$ cat src/rtl/rv_pipe_pkg.sv
// Shared encodings for the elastic pipeline stages.
// The skid-buffer state values are fixed so that other stages can decode them.
package rv_pipe_pkg;

   localparam logic [1:0] SKID_EMPTY = 2'd0;
   localparam logic [1:0] SKID_BUSY  = 2'd1;
   localparam logic [1:0] SKID_FULL  = 2'd2;

   typedef enum logic [1:0] {
      ST_EMPTY = SKID_EMPTY,
      ST_BUSY  = SKID_BUSY,
      ST_FULL  = SKID_FULL
   } skid_state_t;

endpackage

$ cat src/rtl/rv_skid_slot.sv
// One payload register of the skid buffer: load enable, optional reset.
// With RESET_DATA = 0 the register has no reset and only loads while out of reset.
module rv_skid_slot #(
   parameter int DATAW      = 8,
   parameter bit RESET_DATA = 1'b0
) (
   input  logic             clk,
   input  logic             reset,
   input  logic             load,
   input  logic [DATAW-1:0] d,
   output logic [DATAW-1:0] q
);

   generate
      if (RESET_DATA) begin : g_rst
         always_ff @(posedge clk or negedge reset) begin
            if (!reset)    q <= '0;
            else if (load) q <= d;
         end
      end else begin : g_norst
         // Loads are already impossible in reset (no handshake); gating keeps that explicit.
         always_ff @(posedge clk) begin
            if (load && reset) q <= d;
         end
      end
   endgenerate

endmodule

$ cat src/rtl/rv_skid_buffer.sv
// Two-entry valid/ready skid buffer; ready_in is decoded from registered state only.
// Optional stall counter port perf_stalls when RV_SKID_PERF_EN is defined.
module rv_skid_buffer
   import rv_pipe_pkg::*;
#(
   parameter int DATAW      = 8,
   parameter bit RESET_DATA = 1'b0,
   parameter int PERFW      = 32
) (
   input  logic             clk,
   input  logic             reset,
   input  logic             valid_in,
   input  logic [DATAW-1:0] data_in,
   output logic             ready_in,
   output logic             valid_out,
   output logic [DATAW-1:0] data_out,
   input  logic             ready_out
`ifdef RV_SKID_PERF_EN
   ,
   output logic [PERFW-1:0] perf_stalls
`endif
);

   skid_state_t      state, state_nxt;
   logic             in_xfer, out_xfer;
   logic             load_main, load_skid, main_from_skid;
   logic [DATAW-1:0] skid_q, main_d;

   assign valid_out = (state != ST_EMPTY);
   assign ready_in  = (state != ST_FULL) & reset;
   assign in_xfer   = valid_in & ready_in;
   assign out_xfer  = valid_out & ready_out;

   always_ff @(posedge clk or negedge reset) begin
      if (!reset) state <= ST_EMPTY;
      else        state <= state_nxt;
   end

   always_comb begin
      state_nxt      = state;
      load_main      = 1'b0;
      load_skid      = 1'b0;
      main_from_skid = 1'b0;
      case (state)
         ST_EMPTY: begin
            if (in_xfer) begin
               state_nxt = ST_BUSY;
               load_main = 1'b1;
            end
         end
         ST_BUSY: begin
            if (in_xfer && !out_xfer) begin
               state_nxt = ST_FULL;
               load_skid = 1'b1;
            end else if (!in_xfer && out_xfer) begin
               state_nxt = ST_EMPTY;
            end else if (in_xfer && out_xfer) begin
               load_main = 1'b1;
            end
         end
         ST_FULL: begin
            // valid_in is ignored here: ready_in is low.
            if (ready_out) begin
               state_nxt      = ST_BUSY;
               load_main      = 1'b1;
               main_from_skid = 1'b1;
            end
         end
         default: state_nxt = ST_EMPTY;
      endcase
   end

   assign main_d = main_from_skid ? skid_q : data_in;

   rv_skid_slot #(.DATAW(DATAW), .RESET_DATA(RESET_DATA)) u_main (
      .clk   (clk),
      .reset (reset),
      .load  (load_main),
      .d     (main_d),
      .q     (data_out)
   );

   rv_skid_slot #(.DATAW(DATAW), .RESET_DATA(RESET_DATA)) u_skid (
      .clk   (clk),
      .reset (reset),
      .load  (load_skid),
      .d     (data_in),
      .q     (skid_q)
   );

`ifdef RV_SKID_PERF_EN
   logic [PERFW-1:0] stall_cnt;

   always_ff @(posedge clk or negedge reset) begin
      if (!reset)
         stall_cnt <= '0;
      else if ((valid_out && !ready_out) || (valid_in && !ready_in))
         stall_cnt <= stall_cnt + PERFW'(1);
   end

   assign perf_stalls = stall_cnt;
`endif

endmodule

$ cat config.mk
export PLATFORM = sky130hd
export DESIGN_NAME = rv_skid_buffer
export DESIGN_NICKNAME = d
export VERILOG_FILES = /design/src/rtl/rv_pipe_pkg.sv /design/src/rtl/rv_skid_slot.sv /design/src/rtl/rv_skid_buffer.sv
export SDC_FILE = /design/constraint.sdc
export NUM_CORES = 1
export LEC_CHECK = 0
export ABC_AREA = 1
export BUFFER_PORTS_ARGS = -buffer_cell sky130_fd_sc_hd__buf_4
export CAP_MARGIN = 20
export CORE_MARGIN = 4
export CORE_UTILIZATION = 53
export DETAILED_ROUTE_END_ITERATION = 6
export GPL_ROUTABILITY_DRIVEN = 0
export PLACE_DENSITY = 0.8
export SLEW_MARGIN = 15
export SYNTH_ARGS = -nofsm -noshare
export SYNTH_HDL_FRONTEND = slang
export SYNTH_HIERARCHICAL = 1
export SYNTH_SLANG_ARGS = --single-unit
$ cat constraint.sdc
create_clock -name clk -period 2.95 [get_ports clk]
set_input_delay 0.1475 -clock clk [delete_from_list [all_inputs] [get_ports clk]]
set_output_delay 0.1475 -clock clk [all_outputs]
set_load 0.01 [all_outputs]
**Word level (Yosys, flattened, before mapping)**

Cells that the tools add are included.

- Equal/unequal tests: 6
- Muxes and demuxes: 15
- Bitwise gates (word level): 3
- Reduce and logical (&&, ||, !) cells: 10

Operator list:

| kind | count |
|---|---|
| $mux W1 | 8 |
| $mux W2 | 4 |
| $mux W8 | 1 |
| $ne A2 B2 Y1 const B | 3 |
| $pmux W2 S3 | 1 |
| $logic_and A1 B1 Y1 | 5 |
| $and A1 B1 Y1 | 3 |
| $ne A3 B3 Y1 const B | 1 |
| $pmux W1 S3 | 1 |
| $reduce_and A3 Y1 | 1 |
| $eq A2 B1 Y1 const B | 1 |
| $eq A2 B2 Y1 const B | 1 |
| $logic_not A1 Y1 | 2 |
| $logic_not A2 Y1 | 1 |
| $reduce_bool A2 Y1 | 1 |

- Flip-flop bits (word level): 18
- Output and inout bits: 10

**Longest topological paths before layout**

- Depth in word-level cells: 9
- Gate-level depth with buffers: 11
- Gate-level depth less buffers: 11

**By module**

Netlist, hierarchy kept.

Modules (own cells, without submodules):

| module | instances | cells an instance | area each (um^2) | seq. area each (um^2) |
|---|---|---|---|---|
| rv_skid_slot | 2 | 10 | 247.7 | 240.2 |
| rv_skid_buffer | 1 | 56 | 317.8 | 50.0 |

**Least setup slack after synthesis**

OpenSTA, ideal clock, no wires.

- Kind: reg-to-reg
- Start: reg state[0]
- End: reg u_skid.q[0], enable pin
- Arrival: 1186 ps
- Setup slack: 1440 ps
- Stages on the path, launching flop included: 8
- Buffers on the path: 0
- Period minus slack after synthesis: 1510 ps
- Cell sequence: dfrtp_1 > nor2_1 > nor2_1 > inv_1 > ha_1 > and3_2 > nand2_1 > inv_1

- Word-level cells in the longest chain between the ends: 7
- Elaborated cells on any way between the ends: 11
- Classes of those cells: 2 x eq/ne; 2 x mux; 3 x bitwise; 4 x reduce/logical

Ends and longest elaborated chain:

| element | RTL line | source |
|---|---|---|
| start: declaration | rv_skid_buffer.sv:24 | `skid_state_t state, state_nxt;` |
| start signal: assignment | rv_skid_buffer.sv:36 | `else state <= state_nxt;` |
| $ne A2 B2 Y1 or $reduce_bool A2 Y1 (tied branches) | rv_skid_buffer.sv:30, rv_skid_buffer.sv:29 |  |
| $and A1 B1 Y1, on equally long branches | rv_skid_buffer.sv:30, rv_skid_buffer.sv:32 |  |
| $and A1 B1 Y1 or $logic_not A1 Y1 (tied branches) | rv_skid_buffer.sv:31, rv_skid_buffer.sv:52 |  |
| $logic_and A1 B1 Y1 | rv_skid_buffer.sv:52 | `if (in_xfer && !out_xfer) begin` |
| $mux W1 | rv_skid_buffer.sv:52 |  |
| $mux W1 * | rv_skid_buffer.sv:44 | `case (state)` |
| named net load_skid | rv_skid_buffer.sv:26 | `logic load_main, load_skid, main_from_skid;` |
| $logic_and A1 B1 Y1 * | rv_skid_slot.sv:23 | `if (load && reset) q <= d;` |
| end signal: assignment | rv_skid_slot.sv:23 |  |
| end: declaration | rv_skid_slot.sv:11 | `output logic [DATAW-1:0] q` |

Mark *: on every way through the listed nets, which the timed path passes. The rest lies on a longest branch.
A chain may end at the register's enable or synchronous reset.

**Final worst setup path**

- Start: reg state[0]
- End: reg u_skid.q[5], enable pin

Same word-level chain as after synthesis.

==> flow_summary.ini <==
[cts]
cts_tree = built
clk_pin_slew_ns = 0.10
cts_hold_buf = 1
clock_path_buffers = 2
numCtsBuffers = 3
clk-insertion-delay-late_ns = 0.29
root_buffer = clkbuf_4
htree_num_levels = 1
clock-sinks = 18
post_cts_buffers = 0
cts_resized = 0

[final_layout]
antennaDiodeCount = 0
layout-drive-gt1-share_pct = 29.7
syn2layout_area_growth_pct = 24.8
nets = 116
fin_area_sq_um = 1010
final_util_pct = 74.3

[sta]
rsz0062_at_grt = false
skew_ns = 0.00508
hold_viol = 0
finalSetupViolCount = 0
finalCriticalPeriod_ns = 1.76
slew-limit-headroom_pct = 78.5
maxSlewViolCount = 0
worst_pin_slew_ns = 0.321
max_freq_mhz = 568
fin_crit_sh_pct = 59.7
setup_tns_ns = 0

[placed_design]
hpwl_um = 1340
io_buffers = 21
placed_area_sq_um = 978

[floorplanning]
std_cell_rows = 13
die_y_um = 47.2
die_area_sq_um = 2230
die_x_um = 47.2
num_io_pins = 22
initial_core_util_pct = 59.5
fp.coreArea_sq_um = 1370

[drt]
dr_total_vias = 625
dr.pass1.iters = 4
drt_iter0_markers = 20
drtAntennaViolNets = 0
totalWireLength_um = 1710
wire_per_inst_um = 14.8
drc = 0
viasPerCell = 5.39

[global_route]
grt_usage_pct = 18.2
grt_antenna_before_repair = 0
grt_max_degree = 11
grt_first_pass_wirelength_um = 2760
grt_pass1_vias = 692
grt-ovfl-total = 0

[hold_path]
hp-class = input pin to flop

[power_and_ir_drop]
power.switching_mw = 0.192
peakVddDrop_v = 0.000538
cellLeakagePower_nw = 0.495
pwr-share-comb_pct = 27.4
powerDensity_nw_per_um2 = 610
switching_share_pct = 31.0
power_frac_clock_pct = 19.8
power_frac_seq_pct = 52.8
power.total_mw = 0.619
internal_power_mw = 0.427

[status]
status = finished clean

[critical_path]
crit_path_end_kind = flop
worstSetupPathType = flop to flop
cp_max_fo = 8
critPathSlowestCell = dfrtp_1
cp-start-kind = flop
path_common_cell = inv_1
slowest_delay_ns = 0.43
path_cells = inv_2 > nand2_2 > nand3_2 > inv_1 > ha_1 > and3_2 > nand2_1 > inv_1
worstPathArrival_ns = 1.73
required_ns = 2.92

[logic_synthesis]
synth_edf_count = 16
netlist_area_sq_um = 813
synth_top_area_share_pct = 59.1
ys_top_cells_by_area = edfxtp_1 (59%), nand2_1 (10%), nand3_1 (8.0%)
yosys_warnings = 6
synth.most_common_cell = nand2_1
synth-seq-cells = 18
syn_area_per_cell_sq_um = 10.7
synth_fp_nets = 90
synthArstFlopShare_pct = 11.1
synth-main-ff-cell = edfxtp_1
synthCells = 76
synth.distinct_cells = 14
yosysTopAreaCell = edfxtp_1
ys_seq_area_share_pct = 65.2
synth_common_cells = nand2_1 (22), edfxtp_1 (16), nand3_1 (13)

[run]
maxCapViolCount = 0
kinds of logic (layout without fill, tap and decap cells):
group | Yosys count | in the layout | share of synthesized area [%]
adders and majority gates | 2 | 2 | 3.08
and+or+nand+nor | 42 | 42 | 23.8
buffers and inverters | 13 | 38 | 6.92
AOI/OAI and AO/OA | 1 | 1 | 0.923
DFF | 18 | 18 | 65.2
critical path, delay by kind of cell (launching register included):
kind	cells	cell delay, ns
adders and majority gates	1	0.16
DFF	1	0.43
buffers and inverters	3	0.43
and+or+nand+nor	4	0.41
per-layer routing:
layer	up-vias	track usage (%)	routed length, um
li1	301	-	-
met5	-	0	0
met2	21	32.8	964
met4	0	9.39	12
met3	2	5.36	119
met1	301	18.9	616
final timing paths:
check / from / end / slack (ns) / cells after the start
max in group asynchronous: reset / state[1] / 2.65 / 2
worst max register to register: state[0] / u_skid/q[5] / 1.19 / 8
worst min-delay path: data_in[2] / u_skid/q[2] / 0.04 / 1
worst max-delay path: state[0] / u_skid/q[5] / 1.19 / 8
worst min register to register: u_skid/q[4] / u_main/q[4] / 0.56 / 2
min in group asynchronous: reset / state[0] / 0.18 / 2
flip-flops by register name (all words and copies together) (netlist names):
| name | flops |
|---|---|
| u_main/q | 8 |
| state | 2 |
| u_skid/q | 8 |
cell usage in the layout, fill, tap and decap left out:
master         count
dlygate4sd3_1      1
nand2_1           22
clkinv_1           1
inv_2              2
nand3_2            1
nand3_1           13
and3_2             1
dfrtp_1            2
edfxtp_1          16
buf_4             21
inv_1             10
o211ai_1           1
nand2_2            1
clkbuf_4           3
nand2_4            1
ha_1               2
nor2_1             3
power by group through the flow:
stage | Clock [mW] | Combinational, mW | Sequential [mW]
final | 0.122 | 0.169 | 0.327
after global placement | 0 | 0.161 | 0.331
after floorplan | 0 | 0.0981 | 0.335
after global routing | 0.135 | 0.187 | 0.330
after CTS | 0.121 | 0.170 | 0.327
after detailed placement | 0 | 0.169 | 0.332
cell type report:
type	instances	area, sq um
Fill cell	90	352
Clock buffer	3	22.5
Multi-Input combinational cell	45	226
Tap cell	15	18.8
Timing Repair Buffer	22	168
Clock inverter	1	3.75
Sequential cell	18	531
Inverter	12	45.0
metrics by stage:
step | worst slack (ns) | hold slack (ns) | instances
2_1_floorplan | 1.44 | -0.148 | 76
3_3_place_gp | 1.27 | -0.0464 | 111
3_5_place_dp | 1.23 | -0.0433 | 111
4_1_cts | 1.21 | 0.0422 | 116
5_1_grt | 1.06 | 0.0241 | 116
6_report | 1.19 | 0.0381 | 116
Note: power is estimated with default switching activity, not from simulation.
